[src/rtl/key_sched_pkg.sv]
// Shared types and defaults for the key schedule feeder: FSM states, default
// slot count/width and the step counter width helper.
package key_sched_pkg;

  typedef enum logic [1:0] {
    IDLE  = 2'd0,
    LOAD  = 2'd1,
    READY = 2'd2,
    RUN   = 2'd3
  } sched_state_t;

  localparam int DEF_NUM_KEYS = 4;
  localparam int DEF_KEY_W    = 3;

  // A single-slot schedule still needs a 1-bit step port.
  function automatic int step_w(input int n);
    return (n > 1) ? $clog2(n) : 1;
  endfunction

endpackage

[src/rtl/key_shift_reg.sv]
// Serial shadow key register, right-shifting with the new bit entering at the MSB,
// plus a saturating bit counter; 1-cycle update per shift, no backpressure.
module key_shift_reg
  import key_sched_pkg::*;
#(
  parameter int DATA_W = DEF_NUM_KEYS * DEF_KEY_W
) (
  input  logic              clock,
  input  logic              reset,
  input  logic              shift,
  input  logic              restart,
  input  logic              sin,
  output logic [DATA_W-1:0] data,
  output logic              full
);

  localparam int CNT_W = $clog2(DATA_W + 1);

  logic [CNT_W-1:0] cnt;

  // restart marks the first bit of a fresh load, so it counts as bit one.
  always_ff @(posedge clock or posedge reset) begin
    if (reset) begin
      data <= '0;
      cnt  <= '0;
    end else if (shift) begin
      data <= {sin, data[DATA_W-1:1]};
      if (restart) begin
        cnt <= CNT_W'(1);
      end else if (cnt != CNT_W'(DATA_W)) begin
        cnt <= cnt + 1'b1;
      end
    end
  end

  assign full = (cnt == CNT_W'(DATA_W));

endmodule

[src/rtl/key_sched_feeder.sv]
// Loads a serial key image, commits it and steps slots out to a locked core; keyinput is
// combinational from registers, no backpressure. Macro KEY_SCHED_PARITY_EN adds trailing even parity and key_err.
module key_sched_feeder
  import key_sched_pkg::*;
#(
  parameter int NUM_KEYS = DEF_NUM_KEYS,
  parameter int KEY_W    = DEF_KEY_W
) (
  input  logic                        clock,
  input  logic                        reset,
  input  logic                        key_sin,
  input  logic                        key_load,
  input  logic                        key_commit,
  input  logic                        run,
  output logic [KEY_W-1:0]            keyinput,
  output logic                        key_valid,
  output logic [step_w(NUM_KEYS)-1:0] step,
  output logic                        load_full
`ifdef KEY_SCHED_PARITY_EN
  ,
  output logic                        key_err
`endif
);

  localparam int STEP_W = step_w(NUM_KEYS);
  localparam int KEYS_W = NUM_KEYS * KEY_W;
`ifdef KEY_SCHED_PARITY_EN
  localparam int SHIFT_W = KEYS_W + 1;
`else
  localparam int SHIFT_W = KEYS_W;
`endif

  sched_state_t        state;
  sched_state_t        state_nxt;
  logic [SHIFT_W-1:0]  shadow;
  logic [KEYS_W-1:0]   active;
  logic                restart;
  logic                commit_req;
  logic                commit_ok;
  logic                parity_ok;

  assign restart = key_load && (state != LOAD);

  key_shift_reg #(
    .DATA_W (SHIFT_W)
  ) u_shift (
    .clock   (clock),
    .reset   (reset),
    .shift   (key_load),
    .restart (restart),
    .sin     (key_sin),
    .data    (shadow),
    .full    (load_full)
  );

  // Commits are only meaningful while loading; a concurrent key_load always wins.
  assign commit_req = key_commit && !key_load && load_full && (state == LOAD);

`ifdef KEY_SCHED_PARITY_EN
  assign parity_ok = ~^shadow;
`else
  assign parity_ok = 1'b1;
`endif

  assign commit_ok = commit_req && parity_ok;

  always_ff @(posedge clock or posedge reset) begin
    if (reset) begin
      state <= IDLE;
    end else begin
      state <= state_nxt;
    end
  end

  always_comb begin
    state_nxt = state;
    key_valid = 1'b0;
    case (state)
      IDLE:  state_nxt = IDLE;
      LOAD:  if (commit_ok) state_nxt = READY;
      READY: begin
        key_valid = 1'b1;
        if (run) state_nxt = RUN;
      end
      RUN:   key_valid = 1'b1;
      default: state_nxt = IDLE;
    endcase
    if (key_load) begin
      state_nxt = LOAD;
    end
  end

  always_ff @(posedge clock or posedge reset) begin
    if (reset) begin
      step <= '0;
    end else if (key_load || commit_ok) begin
      step <= '0;
    end else if ((state == RUN) && run) begin
      step <= (step == STEP_W'(NUM_KEYS - 1)) ? '0 : step + 1'b1;
    end
  end

  always_ff @(posedge clock or posedge reset) begin
    if (reset) begin
      active <= '0;
    end else if (commit_ok) begin
      active <= shadow[KEYS_W-1:0];
    end
  end

`ifdef KEY_SCHED_PARITY_EN
  always_ff @(posedge clock or posedge reset) begin
    if (reset) begin
      key_err <= 1'b0;
    end else if (commit_req && !parity_ok) begin
      key_err <= 1'b1;
    end
  end
`endif

  always_comb begin
    keyinput = '0;
    if (key_valid) begin
      keyinput = active[step*KEY_W +: KEY_W];
    end
  end

endmodule

[config.mk]
export PLATFORM = sky130hd
export DESIGN_NAME = key_sched_feeder
export DESIGN_NICKNAME = d
export VERILOG_FILES = /design/src/rtl/key_sched_pkg.sv /design/src/rtl/key_shift_reg.sv /design/src/rtl/key_sched_feeder.sv
export SDC_FILE = /design/constraint.sdc
export NUM_CORES = 1
export LEC_CHECK = 0
export BUFFER_PORTS_ARGS = -buffer_cell sky130_fd_sc_hd__buf_2
export CORE_ASPECT_RATIO = 1.5
export CORE_UTILIZATION = 58
export DETAILED_ROUTE_END_ITERATION = 7
export GPL_TIMING_DRIVEN = 0
export PLACE_DENSITY = 0.78
export SKIP_LAST_GASP = 1
export SLEW_MARGIN = 15
export SYNTH_ARGS = -nofsm -noshare
export SYNTH_HDL_FRONTEND = slang
export SYNTH_SLANG_ARGS = --single-unit
[constraint.sdc]
create_clock -name clock -period 2.1 [get_ports clock]
set_clock_uncertainty 0.05 [all_clocks]
set_input_delay 0.315 -clock clock [delete_from_list [all_inputs] [get_ports clock]]
set_output_delay 0.315 -clock clock [all_outputs]
set_load 0.05 [all_outputs]
==> flow_summary.toml <==
[status]
status = "finished clean"

[setup_path]
arrival_ns = 2.17
setup.worst_path.start_class = "register"
end_kind = "register"
critPathRequiredTime_ns = 2.25
path_class = "reg2reg"
cp_max_fo = 7

[drt]
post-route-drc-count = 0
via_count = 966
wl_mm = 2.687
vias_per_cell = 5.489
first_iter_violations = 2
ant_nets = 0
routedWlPerCell_um = 15.27
first_pass_iters = 4

[pwr]
switching_power_w = 0.0006308
clockPowerShare = 0.185
ir_worst_vdd_mv = 0.7184
seq_power_share = 0.511
swShare = 0.3346
combPwrFrac = 0.304
internal_power_w = 0.001255
power_density_nw_per_um2 = 1048
leakage_nw = 0.8832
p_total_w = 0.001886

[clock_tree]
cts_tree = "yes"
hold_buffers = 0
clockBufferDepth = 2
clkTransAtPathRegs_ns = 0.10
clk_latency_ns = 0.32
cts_buffers = 5
clock-root-buffer = "clkbuf_4"
clock-sinks = 32
htree_levels = 2

[cells_and_area]
drive_gt1_frac = 0.4357
fillers = 189
final_common_cell = "dfrtp_1"
layout_common_cells = "dfrtp_1 (31), mux2_2 (16), buf_2 (12)"
area_growth_pct = 12.70
layout.nets = 152
antenna_cells = 0
fin_util = 0.7105
post-route-cell-area_um2 = 1799
finalNonFillerCells = 176

[timing]
final_max_slew_viol_count = 0
max_freq_mhz = 494.8
hold_viol_final = 0
slew_headroom = 0.5740
min_period_over_period = 0.9624
setup_viol_count_final = 0
tightest_slew_ns = 0.6381
fin_crit_ns = 2.021

[floorplanning]
die_w_um = 44.84
start_util = 0.6304
io_pins = 13
die_area_um2 = 2971
rows = 22
core_area_um2 = 2532
dieHeight_um = 66.26

[synthesis]
synth_ff_type = "dfrtp_1"
syn_nets = 130
synth.avg_cell_area_um2 = 13.65
async_flop_share = 1.000
synth_cell_types = 30
synth_edf_count = 0
ys_seq_area_frac = 0.5016
ys_ff_latch = 32
ys_warn_count = 0
synthesis.area_um2 = 1597
syn_inst = 117

[placement]
gp_congestion = 0.7308
place_area_um2 = 1704
post-place-cells = 164
dp_hpwl_mm = 1.962
io_buffers = 11

[global_routing]
antenna_found_initial = 0
track_usage = 0.2270
grt_max_degree = 33
grt_first_pass_wirelength_mm = 4.802
grt-ovfl-total = 0
grt_pass1_vias = 1026

[run]
max_cap_violations = 0

[hold_path]
hp-class = "in2async"
==> area by class of cell <==
class	count	area [µm²]	area share
Inverter	9	33.78	0.01878
Tap cell	36	45.04	0.02503
Clock buffer	8	58.81	0.03268
Multi-Input combinational cell	72	738.2	0.4103
Timing Repair Buffer	15	85.08	0.04729
Sequential cell	32	802.0	0.4458
Buffer	4	36.28	0.02017
==> routing by layer <==
layer / vias up / routed length (µm) / GRT usage
li1: 467 / - / -
met1: 482 / 1138 / 0.2734
met2: 13 / 1434 / 0.3915
met3: 4 / 89 / 0.06831
met4: 0 / 24 / 0.05303
met5: - / 0 / 0
==> power by group through the flow <==
stage | clock, W | combinational, W | sequential [W]
4_1_cts | 0.000365 | 0.000566 | 0.000963
2_1_floorplan | 0 | 0.000462 | 0.000934
5_1_grt | 0.000391 | 0.000639 | 0.000994
6_report | 0.000349 | 0.000573 | 0.000963
3_3_place_gp | 0 | 0.000535 | 0.000958
3_5_place_dp | 0 | 0.000562 | 0.000974
==> registers in the layout (all words and copies together), names as in the netlist <==
name	flops
active	12
state	2
u_shift.data	12
u_shift.cnt	4
step	2
==> worst max-delay path, cell delays in order (launching register included) <==
cell     delay [ns]
dfrtp_1        0.44
inv_1          0.10
ha_2           0.28
nand4_4        0.18
nor3_4         0.35
buf_4          0.18
mux2_2         0.32
==> path summary, 6_finish.rpt <==
| path | startpoint | end | slack [ns] | cells past startpoint |
|---|---|---|---|---|
| setup / recovery | state[1] | active[10] | 0.08 | 6 |
| hold / removal | reset | u_shift.cnt[2] | 0.02 | 2 |
| setup reg to reg | state[1] | active[10] | 0.08 | 6 |
| hold reg to reg | u_shift.data[0] | active[0] | 0.47 | 1 |
| max in group asynchronous | reset | step[0] | 1.54 | 2 |
| min in group clock | key_sin | u_shift.data[11] | 0.18 | 2 |
==> cell usage after synthesis (3+ instances only) <==
cell | n | share of area
dfrtp_1 | 32 | 0.50
mux2_2 | 16 | 0.11
inv_1 | 9 | 0.021
mux2_4 | 8 | 0.075
ha_1 | 7 | 0.055
a21oi_1 | 4 | 0.013
nand2_1 | 4 | 0.0094
nor2b_1 | 4 | 0.016
mux2i_1 | 3 | 0.019
mux4_2 | 3 | 0.042
nor3_1 | 3 | 0.0094
o21ai_0 | 3 | 0.0094
==> logic make-up (layout without fill, tap and decap cells) <==
family | Yosys count | in the layout | synth area share
DFF | 32 | 32 | 0.5016
buffers and inverters | 13 | 36 | 0.04388
AOI/OAI and AO/OA | 14 | 14 | 0.06113
adders and majority gates | 7 | 7 | 0.05486
muxes | 30 | 30 | 0.2492
and+or+nand+nor | 21 | 21 | 0.08934
==> metrics by stage <==
step / setup slack [ns] / hold slack (ns) / setup TNS (ns)
after floorplan: 0.1769 / 0.3812 / 0
after global placement: 0.1307 / 0.4387 / 0
after detailed placement: 0.06054 / 0.4394 / 0
after CTS: 0.03600 / 0.1628 / 0
after global routing: -0.01094 / 0.06846 / -0.01277
final: 0.07892 / 0.01847 / 0
==> repair_timing <==
action / CTS / global route
pin swaps: 0 / 1
endpoints found under the setup margin: 3 / 11
buffers inserted: 0 / 4
gates resized for setup: 1 / 2
Note: power is estimated with default switching activity, not from simulation.
